File: config.mk
export PLATFORM = sky130hd
export DESIGN_NAME = accel_bcd_formatter
export DESIGN_NICKNAME = d
export VERILOG_FILES = /design/src/rtl/accel_bcd_formatter.sv
export SDC_FILE = /design/constraint.sdc
export NUM_CORES = 1
export LEC_CHECK = 0
export CAP_MARGIN = 10
export CORE_MARGIN = 3
export CORE_UTILIZATION = 36
export DETAILED_ROUTE_END_ITERATION = 10
export DONT_BUFFER_PORTS = 1
export GPL_TIMING_DRIVEN = 0
export PLACE_DENSITY_LB_ADDON = 0.08
export SKIP_LAST_GASP = 1
export SYNTH_ARGS = -nofsm -noshare
export SYNTH_HDL_FRONTEND = slang
export SYNTH_SLANG_ARGS = --single-unit
File: constraint.sdc
create_clock -name clk -period 6.7 [get_ports clk]
set_clock_uncertainty 0.1 [all_clocks]
set_input_delay 1.34 -clock clk [delete_from_list [all_inputs] [get_ports clk]]
set_output_delay 1.34 -clock clk [all_outputs]
set_load 0.005 [all_outputs]
File: src/rtl/accel_bcd_formatter.sv
// Snapshots four averaged accelerometer channels and converts them to sign + packed BCD.
// One shared double-dabble engine runs X, Y, Z, T in turn; all results are published together.
module accel_bcd_formatter #(
    parameter int XYZ_WIDTH = 12,
    parameter int T_WIDTH   = 19
) (
    input  logic                 clk,
    input  logic                 reset,
    input  logic                 i_AVG_Ready,
    input  logic [XYZ_WIDTH-1:0] i_AVG_AccelX,
    input  logic [XYZ_WIDTH-1:0] i_AVG_AccelY,
    input  logic [XYZ_WIDTH-1:0] i_AVG_AccelZ,
    input  logic [T_WIDTH-1:0]   i_AVG_AccelT,
    output logic [15:0]          o_BCD_X,
    output logic [15:0]          o_BCD_Y,
    output logic [15:0]          o_BCD_Z,
    output logic [23:0]          o_BCD_T,
    output logic [3:0]           o_BCD_Sign,
    output logic                 o_BCD_Ready,
    output logic                 o_BCD_Busy,
    output logic                 o_BCD_Dropped
);

    generate
        if (XYZ_WIDTH != 12 || T_WIDTH != 19) begin : g_bad_width
            $error("accel_bcd_formatter: only XYZ_WIDTH=12 and T_WIDTH=19 are supported");
        end
    endgenerate

    typedef enum logic [1:0] {IDLE, LOAD, SHIFT, STORE} state_t;
    localparam logic [1:0] CH_X = 2'd0, CH_Y = 2'd1, CH_Z = 2'd2, CH_T = 2'd3;

    state_t               state_q;
    logic [1:0]           ch_q;
    logic [XYZ_WIDTH-1:0] snap_x_q, snap_y_q, snap_z_q;
    logic [T_WIDTH-1:0]   snap_t_q;
    logic [T_WIDTH-1:0]   mag_q, mag_d;
    logic [23:0]          bcd_q, bcd_d;
    logic [4:0]           cnt_q;
    logic                 neg_q;
    logic [15:0]          wrk_x_q, wrk_y_q, wrk_z_q;
    logic [2:0]           wrk_sign_q;

    logic [19:0]          sel_v;
    logic [T_WIDTH-1:0]   mag_v;
    logic [23:0]          adj_v;
    logic [42:0]          acc_v;
    logic                 sign_v;

    // Selected channel, sign-extended to 20 bits; magnitude fits 19 bits even for the most-negative input.
    always_comb begin
        case (ch_q)
            CH_X:    sel_v = {{(20-XYZ_WIDTH){snap_x_q[XYZ_WIDTH-1]}}, snap_x_q};
            CH_Y:    sel_v = {{(20-XYZ_WIDTH){snap_y_q[XYZ_WIDTH-1]}}, snap_y_q};
            CH_Z:    sel_v = {{(20-XYZ_WIDTH){snap_z_q[XYZ_WIDTH-1]}}, snap_z_q};
            default: sel_v = {snap_t_q[T_WIDTH-1], snap_t_q};
        endcase
        mag_v = sel_v[19] ? (~sel_v[T_WIDTH-1:0] + 19'd1) : sel_v[T_WIDTH-1:0];
    end

    always_comb begin
        adj_v = bcd_q;
        for (int i = 0; i < 6; i++) begin
            if (bcd_q[4*i +: 4] >= 4'd5)
                adj_v[4*i +: 4] = bcd_q[4*i +: 4] + 4'd3;
        end
        acc_v = {adj_v, mag_q} << 1;
        bcd_d = acc_v[42:19];
        mag_d = acc_v[18:0];
    end

    // A zero magnitude never reports as negative.
    assign sign_v = neg_q & (|bcd_q);

    always_ff @(posedge clk) begin
        if (reset) begin
            state_q       <= IDLE;
            ch_q          <= CH_X;
            snap_x_q      <= '0;
            snap_y_q      <= '0;
            snap_z_q      <= '0;
            snap_t_q      <= '0;
            mag_q         <= '0;
            bcd_q         <= '0;
            cnt_q         <= '0;
            neg_q         <= 1'b0;
            wrk_x_q       <= '0;
            wrk_y_q       <= '0;
            wrk_z_q       <= '0;
            wrk_sign_q    <= '0;
            o_BCD_X       <= '0;
            o_BCD_Y       <= '0;
            o_BCD_Z       <= '0;
            o_BCD_T       <= '0;
            o_BCD_Sign    <= '0;
            o_BCD_Ready   <= 1'b0;
            o_BCD_Busy    <= 1'b0;
            o_BCD_Dropped <= 1'b0;
        end else begin
            o_BCD_Ready   <= 1'b0;
            o_BCD_Dropped <= i_AVG_Ready && (state_q != IDLE);
            case (state_q)
                IDLE: begin
                    if (i_AVG_Ready) begin
                        snap_x_q   <= i_AVG_AccelX;
                        snap_y_q   <= i_AVG_AccelY;
                        snap_z_q   <= i_AVG_AccelZ;
                        snap_t_q   <= i_AVG_AccelT;
                        ch_q       <= CH_X;
                        o_BCD_Busy <= 1'b1;
                        state_q    <= LOAD;
                    end
                end
                LOAD: begin
                    neg_q   <= sel_v[19];
                    mag_q   <= mag_v;
                    bcd_q   <= '0;
                    cnt_q   <= '0;
                    state_q <= SHIFT;
                end
                SHIFT: begin
                    bcd_q <= bcd_d;
                    mag_q <= mag_d;
                    cnt_q <= cnt_q + 5'd1;
                    if (cnt_q == 5'(T_WIDTH - 1))
                        state_q <= STORE;
                end
                STORE: begin
                    case (ch_q)
                        CH_X: begin wrk_x_q <= bcd_q[15:0]; wrk_sign_q[0] <= sign_v; end
                        CH_Y: begin wrk_y_q <= bcd_q[15:0]; wrk_sign_q[1] <= sign_v; end
                        CH_Z: begin wrk_z_q <= bcd_q[15:0]; wrk_sign_q[2] <= sign_v; end
                        default: ;
                    endcase
                    if (ch_q != CH_T) begin
                        ch_q    <= ch_q + 2'd1;
                        state_q <= LOAD;
                    end else begin
                        // Publish all four channels on the same edge so the display never sees a mix.
                        o_BCD_X     <= wrk_x_q;
                        o_BCD_Y     <= wrk_y_q;
                        o_BCD_Z     <= wrk_z_q;
                        o_BCD_T     <= bcd_q;
                        o_BCD_Sign  <= {sign_v, wrk_sign_q};
                        o_BCD_Ready <= 1'b1;
                        o_BCD_Busy  <= 1'b0;
                        state_q     <= IDLE;
                    end
                end
                default: state_q <= IDLE;
            endcase
        end
    end

endmodule

==> results.md <==
- CTS tree: yes
- Mapped Avg Cell Area: 7.74 um^2
- Clock Latency Late Sink: 530 ps
- Final setup viols: 0
- Core Box Area: 0.0273 mm^2
- HP Class: reg2reg
- Syn nets: 1,387
- Initial antenna violation count: 0
- Top_reg_cell synth: dfxtp_1
- DR DRC count: 0
- IR drop worst, VDD: 0.000218 V
- CP Cell Sequence: inv_1, ha_1, clkbuf_1, a222oi_1, a32oi_1, or2_1, o41ai_2, mux2i_1, o21ai_1
- Clock buffer depth: 3
- Area Growth Syn to Fin: 12.8%
- Vias in the first global route: 8,606
- Die X: 173 um
- Post-CTS repair timing setup buffer count: 0
- Cts hold-fix bufs: 0
- Crit-path slowest cell: a222oi_1
- Initial Util: 36.9%
- CTS-repair resized insts: 0
- Startpoint type of the worst setup path: flip-flop
- Max Freq: 293 MHz
- Post-DP HPWL: 22,600 um
- Routability cong.: 0.838
- Share of cells above drive strength 1: 3.64%
- Total CTS buffers: 27
- Outcome: finished, final reports clean
- Critical path class: reg2reg
- Area leader, netlist: dfxtp_1
- Warnings from Yosys: 0
- WHS Endpoint: o_BCD_Z[8]
- Period minus WS final: 3420 ps
- Filler Cell Count: 2,948
- RSZ-0062 raised after global routing: false
- Max-slew violations: 0
- Post-route ant nets: 0
- Global-route wire length before repair: 49,100 um
- Top Usage Layer GRT: met2
- WP data required: 6990 ps
- Vias: 8,854
- Diodes inserted: 0
- Cells after Synth: 1,301
- Worst r2r src: ch_q[0]
- Post-synth top cells: 410 x nand2_1, 238 x dfxtp_1, 219 x a21oi_1, 95 x clkbuf_1, 55 x nor2_1
- Post-synth top area share: 47.3%
- Post-synth EDFFs: 0
- Total GRT Usage: 20.4%
- Cell variety after synth: 60
- Seq/Total Area, Yosys: 47.3%
- Slew @ Worst Pin: 802 ps
- Synthesized area: 0.0101 mm^2
- R2R Setup Slk: 3280 ps
- Final instance area: 0.0114 mm^2
- Setup TNS Final: 0 ps
- Largest net degree at the start of global routing: 13
- Root Driver: clkbuf_16
- Period utilization: 51.0%
- CP Max Fanout: 10
- GR Util met3: 3.81%
- IO Pins: 137
- Number of max-cap violations: 0
- CP endpoint kind: flip-flop
- Yosys reg bits: 238
- Worst EP arrival: 3710 ps
- Met1 Usage GRT: 27.5%
- Most frequent cell after synthesis: nand2_1
- Die Ht: 173 um
- HP Start: wrk_z_q[8]
- CTS H-Tree Depth: 1
- CTS clk-pin slew, worst paths: 60 ps
- Sequential Area: 0.00476 mm^2
- Clk sinks: 238
- IO buf count: 0
- Cell Pwr Density: 342 mW/mm^2
- Wirelength per Cell: 18.2 um
- Pre-antenna DRT Iters: 8
- Routed WL: 31,300 um
- Die Footprint: 0.0300 mm^2
- Overflow after GRT: 0
- Leakage power: 3.74 nW
- CP peak stage delay: 790 ps
- FF-to-FF End: mag_q[12]
- Max transition margin: 46.6%
- Reg2reg path depth: 9
- Synth area leaders: dfxtp_1 47%, nand2_1 15%, a21oi_1 11%
- WHS Path Cells: 2
- Vias/cell: 5.16
- DR iter-0 viols: 547
- Final hold viol count: 0
- Area occupied by multi-input gates: 0.00482 mm^2
- Placement Rows: 60
- Layout Nets: 1,416
- Share of synthesized registers carrying an async set or reset: 0%
- Grt met2 use: 33.4%
- Placed cell areas: 0.0105 mm^2
[per-stage QoR]
| step | worst slack (ps) | power, mW | utilization (%) | hold slack, ps | std cells |
|---|---|---|---|---|---|
| global route | 3050 | 4.09 | 41.7 | 368 | 1717 |
| global placement | 3250 | 2.51 | 38.7 | 342 | 1673 |
| floorplan | 3970 | 2.23 | - | 332 | 1301 |
| CTS | 3260 | 3.92 | 41.7 | 355 | 1717 |
| finish | 3280 | 3.89 | 41.7 | 352 | 1717 |
| detailed placement | 3280 | 2.52 | 38.7 | 347 | 1673 |
[cells in the final DEF, fill, tap and decap left out, drive strengths merged, types with 3 or more instances in the layout]
cell type and count:
nor2b 11, clkinv 3, dfxtp 238, nand2 410
clkbuf 134, nor3b 4, nor3 11, o21ai 27
or2 3, and2 6, a22oi 19, a31oi 7
buf 7, nand2b 11, inv 25, ha 28
o31ai 11, a211oi 3, a222oi 8, o22ai 3
a221oi 3, a21oi 220, xor2 6, nor4b 3
nand4 6, mux2i 7, nor2 55, o211ai 7
nor4 7, nand3 10, o2bb2ai 3, xnor2 10
a32oi 8, or3 4
[sequential cells by signal, summed over array words and instances, names as in the netlist, 12 cells and up]
name	cells
snap_z_q	12
snap_t_q	19
wrk_y_q	16
mag_q	19
o_BCD_Z	16
wrk_z_q	16
snap_y_q	12
o_BCD_T	24
snap_x_q	12
o_BCD_X	16
o_BCD_Y	16
wrk_x_q	16
bcd_q	24
[where the power goes]
| group | leakage, nW | switching, mW | internal (mW) |
|---|---|---|---|
| registers | 1.93 | 0.0705 | 1.52 |
| clock network | 0.403 | 0.570 | 0.828 |
| logic | 1.41 | 0.644 | 0.261 |
[worst max-delay path: cells and delay by family (launching register included)]
| kind | cells | cell delay (ps) |
|---|---|---|
| mux | 1 | 250 |
| flops | 1 | 380 |
| buf+inv | 2 | 410 |
| fa+ha+maj | 1 | 260 |
| compound gates | 4 | 1550 |
| simple gates | 1 | 330 |
[worst max path at each step]
stage                  from         to  slack, ps  cells after the start
finish              ch_q[0]  mag_q[12]       3280                      9
global route        ch_q[0]  mag_q[12]       3050                      9
CTS                 ch_q[0]  mag_q[12]       3260                      9
detailed placement  ch_q[0]  mag_q[16]       3280                      9
global placement    ch_q[0]  mag_q[12]       3250                      9
floorplan           ch_q[0]  mag_q[14]       3970                      9
[metal layers]
metal  vias up  wire [um]
met3        52       1860
met5         -          0
met4         0        843
li1       4457          -
met1      4096      14400
met2       249      14200
[cell families after synthesis]
| group | after synthesis | synth area share (%) |
|---|---|---|
| flip-flops | 238 | 47.3 |
| XOR/XNOR | 16 | 1.39 |
| AO/OA/AOI/OAI | 338 | 19.7 |
| multiplexers | 9 | 0.920 |
| adder cells (fa/ha/maj) | 28 | 3.48 |
| buffers and inverters | 127 | 4.75 |
| AND/OR/NAND/NOR | 545 | 22.4 |
[area by class of cell]
type / count / share of cell area (%)
multi-input combinational: 936 / 42.5
sequential: 238 / 41.9
clock buffer: 39 / 6.78
tap: 372 / 4.10
buffer: 102 / 3.38
inverter: 25 / 0.826
clock inverter: 5 / 0.496
No activity file was read; power rests on OpenSTA's default activity.
